### config.mk
export PLATFORM = sky130hd
export DESIGN_NAME = multi_cycle_data_path
export DESIGN_NICKNAME = d
export VERILOG_FILES = /design/src/rtl/multi_cycle_pkg.sv /design/src/rtl/mc_register_file.sv /design/src/rtl/multi_cycle_data_path.sv
export SDC_FILE = /design/constraint.sdc
export NUM_CORES = 2
export LEC_CHECK = 0
export ABC_AREA = 1
export CAP_MARGIN = 5
export CORE_MARGIN = 10
export CORE_UTILIZATION = 32
export DETAILED_ROUTE_END_ITERATION = 7
export HOLD_SLACK_MARGIN = 0.15
export PLACE_DENSITY = 0.52
export SLEW_MARGIN = 20
export SYNTH_ARGS = -nofsm -noshare
export SYNTH_HDL_FRONTEND = slang
export SYNTH_HIERARCHICAL = 1
export SYNTH_SLANG_ARGS = --single-unit
export TNS_END_PERCENT = 5
### constraint.sdc
create_clock -name clk -period 20.8 [get_ports clk]
set_input_delay 4.16 -clock clk [delete_from_list [all_inputs] [get_ports clk]]
set_output_delay 4.16 -clock clk [all_outputs]
set_load 0.01 [all_outputs]
### src/rtl/multi_cycle_pkg.sv
// multi_cycle_pkg: shared encodings for the multi-cycle datapath.
// Sequencer states, operand selects, extend modes, ALU ops.
package multi_cycle_pkg;

  typedef enum logic [2:0] {
    FETCH     = 3'd0,
    DECODE    = 3'd1,
    EXECUTE   = 3'd2,
    MEMORY    = 3'd3,
    WRITEBACK = 3'd4
  } mc_state_t;

  // reg_src bit positions
  localparam int RS_PC_A = 0;
  localparam int RS_RD_B = 1;

  // imm_src extend modes
  localparam logic [1:0] IMM_ZX8  = 2'b00;
  localparam logic [1:0] IMM_ZX12 = 2'b01;
  localparam logic [1:0] IMM_BR24 = 2'b10;

  // alu_control ops
  localparam logic [3:0] ALU_ADD = 4'h0;
  localparam logic [3:0] ALU_SUB = 4'h1;
  localparam logic [3:0] ALU_AND = 4'h2;
  localparam logic [3:0] ALU_ORR = 4'h3;
  localparam logic [3:0] ALU_EOR = 4'h4;
  localparam logic [3:0] ALU_MOV = 4'h5;

  localparam int PC_INC = 4;

endpackage

### src/rtl/mc_register_file.sv
// mc_register_file: 2 async read ports, 1 sync write port.
// The PC alias index reads the r15 input instead of storage.
module mc_register_file
  import multi_cycle_pkg::*;
#(
  parameter int WIDTH      = 32,
  parameter int REG_ADDR_W = 4,
  parameter int PC_REG     = 15
) (
  input  logic                  clk,
  input  logic                  rst,
  input  logic                  we,
  input  logic [REG_ADDR_W-1:0] ra1,
  input  logic [REG_ADDR_W-1:0] ra2,
  input  logic [REG_ADDR_W-1:0] wa,
  input  logic [WIDTH-1:0]      wd,
  input  logic [WIDTH-1:0]      r15,
  output logic [WIDTH-1:0]      rd1,
  output logic [WIDTH-1:0]      rd2
);

  localparam int NREG = 2 ** REG_ADDR_W;
  localparam logic [REG_ADDR_W-1:0] PC_IDX =
    REG_ADDR_W'(PC_REG);

  logic [WIDTH-1:0] regs [NREG];

  // storage: cleared by reset, written on we
  always_ff @(posedge clk or posedge rst) begin
    if (rst) begin
      for (int i = 0; i < NREG; i++)
        regs[i] <= '0;
    end else if (we) begin
      regs[wa] <= wd;
    end
  end

  assign rd1 = (ra1 == PC_IDX) ? r15 : regs[ra1];
  assign rd2 = (ra2 == PC_IDX) ? r15 : regs[ra2];

endmodule

### src/rtl/multi_cycle_data_path.sv
// multi_cycle_data_path: 3-5 cycle datapath over one shared
// memory port, sequenced by an inline FETCH..WRITEBACK FSM.
module multi_cycle_data_path
  import multi_cycle_pkg::*;
#(
  parameter int               WIDTH      = 32,
  parameter int               REG_ADDR_W = 4,
  parameter int               PC_REG     = 15,
  parameter logic [WIDTH-1:0] RESET_PC   = '0
) (
  input  logic             clk,
  input  logic             rst,
  input  logic             reg_write,
  input  logic             mem_op,
  input  logic             mem_write,
  input  logic             mem_to_reg,
  input  logic             alu_src,
  input  logic             branch,
  input  logic             cond_pass,
  input  logic [1:0]       imm_src,
  input  logic [1:0]       reg_src,
  input  logic [3:0]       alu_control,
  input  logic [WIDTH-1:0] mem_rdata,
  input  logic             mem_ready,
  output logic             mem_req,
  output logic             mem_we,
  output logic [WIDTH-1:0] mem_addr,
  output logic [WIDTH-1:0] mem_wdata,
  output logic [31:0]      instr,
  output logic [WIDTH-1:0] pc,
  output logic [3:0]       alu_flags,
  output logic             retire
);

  localparam logic [REG_ADDR_W-1:0] PC_IDX =
    REG_ADDR_W'(PC_REG);

  mc_state_t state;

  logic [WIDTH-1:0] a_q;
  logic [WIDTH-1:0] b_q;
  logic [WIDTH-1:0] alu_out_q;
  logic [WIDTH-1:0] mdr_q;

  logic [WIDTH-1:0] pc_plus4;
  logic [WIDTH-1:0] rd1;
  logic [WIDTH-1:0] rd2;
  logic [WIDTH-1:0] imm_ext;
  logic [WIDTH-1:0] src_b;
  logic [WIDTH-1:0] b_eff;
  logic [WIDTH:0]   sum;
  logic [WIDTH-1:0] alu_res;
  logic [3:0]       nzcv;
  logic [WIDTH-1:0] wb_data;
  logic             is_sub;
  logic             alu_c;
  logic             alu_v;
  logic             rf_we;

  logic [REG_ADDR_W-1:0] rn;
  logic [REG_ADDR_W-1:0] rd;
  logic [REG_ADDR_W-1:0] rm;
  logic [REG_ADDR_W-1:0] ra1;
  logic [REG_ADDR_W-1:0] ra2;

  assign rn = instr[16 +: REG_ADDR_W];
  assign rd = instr[12 +: REG_ADDR_W];
  assign rm = instr[0 +: REG_ADDR_W];

  assign ra1 = reg_src[RS_PC_A] ? PC_IDX : rn;
  assign ra2 = reg_src[RS_RD_B] ? rd : rm;

  // pc is already past the fetch, so this is fetch+8 in DECODE
  assign pc_plus4 = pc + WIDTH'(PC_INC);

  assign wb_data = mem_to_reg ? mdr_q : alu_out_q;
  assign rf_we   = (state == WRITEBACK) & reg_write
                 & (rd != PC_IDX);

  mc_register_file #(
    .WIDTH      (WIDTH),
    .REG_ADDR_W (REG_ADDR_W),
    .PC_REG     (PC_REG)
  ) u_rf (
    .clk (clk),
    .rst (rst),
    .we  (rf_we),
    .ra1 (ra1),
    .ra2 (ra2),
    .wa  (rd),
    .wd  (wb_data),
    .r15 (pc_plus4),
    .rd1 (rd1),
    .rd2 (rd2)
  );

  // immediate extend
  always_comb begin
    imm_ext = '0;
    case (imm_src)
      IMM_ZX8:  imm_ext = WIDTH'(instr[7:0]);
      IMM_ZX12: imm_ext = WIDTH'(instr[11:0]);
      IMM_BR24: imm_ext =
        WIDTH'($signed({instr[23:0], 2'b00}));
      default:  imm_ext = '0;
    endcase
  end

  assign src_b  = alu_src ? imm_ext : b_q;
  assign is_sub = (alu_control == ALU_SUB);
  assign b_eff  = is_sub ? ~src_b : src_b;
  assign sum    = {1'b0, a_q} + {1'b0, b_eff}
                + (WIDTH + 1)'(is_sub);

  // ALU result and carry/overflow
  always_comb begin
    alu_res = sum[WIDTH-1:0];
    alu_c   = sum[WIDTH];
    alu_v   = (a_q[WIDTH-1] == b_eff[WIDTH-1])
            & (sum[WIDTH-1] != a_q[WIDTH-1]);
    case (alu_control)
      ALU_AND: begin
        alu_res = a_q & src_b;
        alu_c   = 1'b0;
        alu_v   = 1'b0;
      end
      ALU_ORR: begin
        alu_res = a_q | src_b;
        alu_c   = 1'b0;
        alu_v   = 1'b0;
      end
      ALU_EOR: begin
        alu_res = a_q ^ src_b;
        alu_c   = 1'b0;
        alu_v   = 1'b0;
      end
      ALU_MOV: begin
        alu_res = src_b;
        alu_c   = 1'b0;
        alu_v   = 1'b0;
      end
      default: ;
    endcase
  end

  assign nzcv = {alu_res[WIDTH-1], alu_res == '0,
                 alu_c, alu_v};

  // sequencer and inter-state latches
  always_ff @(posedge clk or posedge rst) begin
    if (rst) begin
      state     <= FETCH;
      pc        <= RESET_PC;
      instr     <= '0;
      alu_flags <= '0;
      a_q       <= '0;
      b_q       <= '0;
      alu_out_q <= '0;
      mdr_q     <= '0;
    end else begin
      case (state)
        FETCH: begin
          if (mem_ready) begin
            instr <= 32'(mem_rdata);
            pc    <= pc_plus4;
            state <= DECODE;
          end
        end
        DECODE: begin
          a_q   <= rd1;
          b_q   <= rd2;
          state <= EXECUTE;
        end
        EXECUTE: begin
          if (!cond_pass) begin
            state <= FETCH;
          end else begin
            alu_out_q <= alu_res;
            alu_flags <= nzcv;
            if (branch) begin
              pc    <= alu_res;
              state <= FETCH;
            end else if (mem_op) begin
              state <= MEMORY;
            end else begin
              state <= WRITEBACK;
            end
          end
        end
        MEMORY: begin
          if (mem_ready) begin
            if (mem_write) begin
              state <= FETCH;
            end else begin
              mdr_q <= mem_rdata;
              state <= WRITEBACK;
            end
          end
        end
        WRITEBACK: begin
          if (reg_write && rd == PC_IDX)
            pc <= wb_data;
          state <= FETCH;
        end
        default: state <= FETCH;
      endcase
    end
  end

  // request is dropped while reset is held
  assign mem_req = ~rst & ((state == FETCH)
                 | (state == MEMORY));
  assign mem_we  = ~rst & (state == MEMORY) & mem_write;
  assign mem_addr  = (state == MEMORY) ? alu_out_q : pc;
  assign mem_wdata = b_q;

  assign retire = (state == WRITEBACK)
    | ((state == EXECUTE) & (~cond_pass | branch))
    | ((state == MEMORY) & mem_ready & mem_write);

endmodule

Word-level counts from Yosys, hierarchy flattened

Cells that the tools add are included.

Memory bits (writable): 0
ROM bits: 0
Memories kept: 0
Output and inout port bits: 135
Bits in latches: 0
Bits of input ports: 50
Logic and storage cells: 121
Bits in registers: 711

Add/subtract/negate cells: 3
Bitwise operators: 23
Multipliers: 0
$lt $le $gt $ge: 4
Shifts and indexed selects: 0
Div/mod/pow operators: 0
Reduce and logical (&&, ||, !) cells: 12
Equality and inequality tests: 22
Multiplexer cells: 33

Operators by type and width:

| cell                    | number |
|---|---|
| $bwmux W512             | 1 |
| $mux W32                | 15 |
| $bmux W32 S4            | 2 |
| $pmux W32 S3            | 2 |
| $demux W32 S4           | 1 |
| $pmux W32 S4            | 1 |
| $add A32 B32 Y33        | 1 |
| $add A33 B1 Y33         | 1 |
| $add A32 B3 Y32 const B | 1 |
| $and A32 B32 Y32        | 1 |
| $logic_not A32 Y1       | 1 |
| $not A32 Y32            | 1 |
| $or A32 B32 Y32         | 1 |
| $xor A32 B32 Y32        | 1 |
| $mux W3                 | 6 |
| $ge A5 B5 Y1 const B    | 3 |
| $not A4 Y5              | 3 |
| $eq A4 B4 Y1 const B    | 3 |
| $pmux W3 S4             | 1 |
| $and A1 B1 Y1           | 9 |
| $eq A4 B2 Y1 const B    | 2 |
| $eq A4 B3 Y1 const B    | 2 |
| $mux W4                 | 2 |
| $ne A2 B2 Y1 const B    | 4 |
| 22 further kinds        | 32 |

Depth between registers and ports, before layout

Depth in word-level cells: 11
Depth in mapped cells: 25
Mapped depth without buffers: 25

Cells and area by module

The synthesis kept the hierarchy.

Modules (own cells, without submodules):

| module                | cells an instance | area an instance (sq um) | seq. area each (sq um) | instances |
|---|---|---|---|---|
| mc_register_file      | 4,267             | 28,054.4                 | 12,011.5               | 1 |
| multi_cycle_data_path | 2,036             | 14,496.4                 | 4,954.8                | 1 |

Worst setup path after synthesis

Ideal clock, no wire load.

Path type: in2out
Start: input rst
End: output mem_req
Stages: 2
Setup slack: 7.941 ns
Data arrival time: 8.699 ns
Required time: 16.640 ns
Path through: inv_1 o21a_1

Longest elaborated chain between the ends: 2

Ends and longest elaborated chain:

| what            | RTL line                     | source |
|---|---|---|
| start, declared | multi_cycle_data_path.sv:12  | `input logic rst,` |
| $not A1 Y1      | multi_cycle_data_path.sv:211 | `assign mem_req = ~rst & ((state == FETCH)` |
| $and A1 B1 Y1   | multi_cycle_data_path.sv:211 |  |
| end, declared   | multi_cycle_data_path.sv:25  | `output logic mem_req,` |

No other way between the ends.

Final worst setup path

Same ends and word-level chain as after synthesis.

==> impl_metrics.env <==
export IMPL_num_vias=42570
export IMPL_powerDensity_mw_per_mm2=144.2
export IMPL_cts_root_buf="clkbuf_16"
export IMPL_initial_utilization=0.3229
export IMPL_cts_resized=0
export IMPL_yosysTopAreaCell="dfrtp_1"
export IMPL_insertion_delay_ns=0.68
export IMPL_final_setup_viol_count=0
export IMPL_drt_iter0_markers=4782
export IMPL_path_clk_slew_ns=0.05
export IMPL_die_area_mm2=0.1480
export IMPL_worst_pin_slew_ns=1.242
export IMPL_max_freq_ghz=0.09788
export IMPL_worstSetupStartpointType="input port"
export IMPL_nets=6411
export IMPL_synth_area_mm2=0.04255
export IMPL_areaGrowthSynthToFinish_pct=14.28
export IMPL_synth_edff_count=0
export IMPL_min_to="u_rf/regs[315]"
export IMPL_tritoncts="yes"
export IMPL_min_period_ns=10.22
export IMPL_drive_gt1_frac=0.05367
export IMPL_syn_inst=6303
export IMPL_relSlewSlack=0.1635
export IMPL_std_cell_rows=133
export IMPL_worstSetupEndpointType="output pin"
export IMPL_slew_violations=0
export IMPL_cts_hold_buf=0
export IMPL_hpwl_um=116200
export IMPL_cts_max_level=3
export IMPL_drc=0
export IMPL_io_pins=185
export IMPL_antenna_found_initial=5
export IMPL_grt_usage=0.2388
export IMPL_min_delay_start="u_rf/regs[315]"
export IMPL_grt_pass1_vias=40690
export IMPL_synthFlopType="dfrtp_1"
export IMPL_ys_warn_count=6
export IMPL_port_buffers=184
export IMPL_synth_top_area_frac=0.3987
export IMPL_synthTopCellsByArea="dfrtp_1, nand2_1, nand3_1"
export IMPL_synth_cell_type_count=54
export IMPL_fin_crit_sh=0.4912
export IMPL_crit_top_cell="clkdlybuf4s50_1"
export IMPL_peakVddDrop_mv=0.07986
export IMPL_cap_viol_max_count=0
export IMPL_die_x_um=384.7
export IMPL_ys_ff_latch=678
export IMPL_grt_pass1_wl_um=269400
export IMPL_synth_area_per_cell_um2=6.751
export IMPL_ys_seq_area_frac=0.3987
export IMPL_clock_skew_ns=0.04282
export IMPL_status="finished, final reports clean"
export IMPL_required_ns=16.64
export IMPL_ant_nets=0
export IMPL_r2r_slack_ns=16.34
export IMPL_cts_setup_buffers=0
export IMPL_viasPerCell=5.260
export IMPL_cts_sinks=678
export IMPL_whs_path_depth=2
export IMPL_numCtsBuffers=85
export IMPL_cp_arrival_ns=6.06
export IMPL_wl_per_cell_um=22.32
export IMPL_timing_hold_violations_final=0
export IMPL_r2r_start="instr[12]"
export IMPL_reg2regPathDepth=13
export IMPL_placeableCoreArea_mm2=0.1318
export IMPL_wirelength_um=180700
export IMPL_cp_slowest_cell="clkdlybuf4s50_1"
export IMPL_dr_pass1_iters=8
export IMPL_fin_tns_setup_ns=0
export IMPL_p_total_uw=7012
export IMPL_r2r_end="mem_wdata[30]"
export IMPL_crit_chain="clkdlybuf4s50_1 -> inv_8 -> o21a_1 -> clkdlybuf4s50_1"
export IMPL_leakage_uw=0.02369
export IMPL_synth_fp_nets=6451
export IMPL_gp_congestion=0.9705
export IMPL_hold_class="reg2reg"
export IMPL_synthArstFlopShare=1.000
export IMPL_slowest_delay_ns=0.61
export IMPL_grt_max_degree=166
export IMPL_cts_buffer_depth=3
export IMPL_grt_ovfl_total=0
export IMPL_critPathMaxFanout=73
export IMPL_crit_type="in2out"
export IMPL_die_y_um=384.7
export IMPL_rsz0062_at_grt="false"
export IMPL_fill_cells=14260
[sequential cells by signal, indices dropped and copies added (netlist names)]
signal	flops
u_rf/regs	480
a_q	32
instr	32
mdr_q	32
mem_wdata	32
pc	32
alu_out_q	31
alu_flags	4
state	3
[cell usage after synthesis (all sizes together) (3+ instances only)]
cell type,n
a221oi,24
or2,8
buf,172
nand3,749
mux2,32
a32oi,8
o21a,10
nor2,229
clkinv,3
inv,776
a21o,4
a22oi,11
ha,97
nand3b,3
dfrtp,678
o211ai,9
xnor2,15
a211oi,4
a21oi,168
nand2,2192
o21bai,7
clkbuf,227
o21ai,767
o221ai,3
nor4,5
a2bb2oi,3
nand4,15
o2111ai,4
nor3,25
xor2,45
[layout make-up]
type / instances / area (µm²) / share of cell area
clock inverters: 25 / 305.3 / 0.006278
well taps: 1755 / 2196 / 0.04516
diodes: 2 / 5.005 / 0.0001029
multi-input cells: 4447 / 21050 / 0.4328
flip-flops and latches: 678 / 16970 / 0.3489
clock buffers: 134 / 2616 / 0.05380
inverters: 779 / 2959 / 0.06085
repair buffers: 272 / 2535 / 0.05213
[critical path, delay by kind of cell]
| family | cells | cell delay (ns) |
|---|---|---|
| AOI/OAI and AO/OA | 1 | 0.21 |
| buffers and inverters | 3 | 1.68 |
[layer usage]
| metal | part of all wire | up-vias | global-route usage |
|---|---|---|---|
| met4 | 0.053 | 2 | 0.1140 |
| li1 | - | 19900 | - |
| met3 | 0.087 | 378 | 0.04556 |
| met5 | 0.000072 | - | 0 |
| met1 | 0.43 | 20340 | 0.3284 |
| met2 | 0.43 | 1944 | 0.3582 |
[kinds of logic (layout without fill, tap and decap cells)]
logic type | after synthesis | count (layout) | synth area share
xor+xnor | 60 | 60 | 0.01235
compound gates | 1029 | 1029 | 0.1284
mux | 32 | 32 | 0.008469
buf+inv | 1178 | 1210 | 0.1095
flops | 678 | 678 | 0.3987
other cells | 0 | 2 | 0
simple gates | 3228 | 3228 | 0.3136
fa+ha+maj | 98 | 98 | 0.02899
[per-stage QoR]
stage | area (µm²) | std cells | setup slack, ns | hold slack, ns | util
3_3_place_gp | 45700 | 7931 | 10.51 | 0.4661 | 0.3467
6_report | 48630 | 8092 | 10.58 | 0.4814 | 0.3690
4_1_cts | 48620 | 8090 | 10.51 | 0.4868 | 0.3689
3_5_place_dp | 45700 | 7931 | 10.51 | 0.4726 | 0.3467
5_1_grt | 48620 | 8090 | 10.44 | 0.4958 | 0.3689
2_1_floorplan | 42550 | 6303 | 3.247 | 0.4479 | -
[worst max path at each step]
stage	from	to	slack, ns	cells past startpoint
floorplan	rst	u_rf/regs[100]	3.25	1
global placement	rst	mem_req	10.51	4
detailed placement	rst	mem_req	10.51	4
CTS	rst	mem_req	10.51	4
global route	rst	mem_req	10.44	4
finish	rst	mem_req	10.58	4
[layout by cell type, fill, tap and decap left out, types with 4 or more instances in the layout]
master           count
a211oi_1             4
a21o_1               4
a21oi_1            166
a221oi_1            22
a22oi_1             11
a32oi_1              8
buf_4               85
bufinv_16            6
clkbuf_1            23
clkbuf_16           89
clkbuf_8            22
clkdlybuf4s50_1    183
clkinv_2            15
dfrtp_1            678
ha_1                97
inv_1              765
inv_2                7
inv_6                5
mux2_2              32
nand2_1           2168
nand2_2             21
nand3_1            742
nand3_2              6
nand4_1             15
nor2_1             210
nor2_2               9
nor2_4              10
nor3_1              20
nor4_1               4
o2111ai_1            4
o211ai_1             9
o21a_1              10
o21ai_0            738
o21ai_1             27
o21bai_1             7
or2_2                7
xnor2_1             15
xor2_1              45
[power by group]
part	switching [µW]	internal [µW]	leakage (µW)
Combinational	2420	1090	0.0131
Clock	633	937	0.00145
Sequential	339	1590	0.00911
No activity file was read; power rests on OpenSTA's default activity.
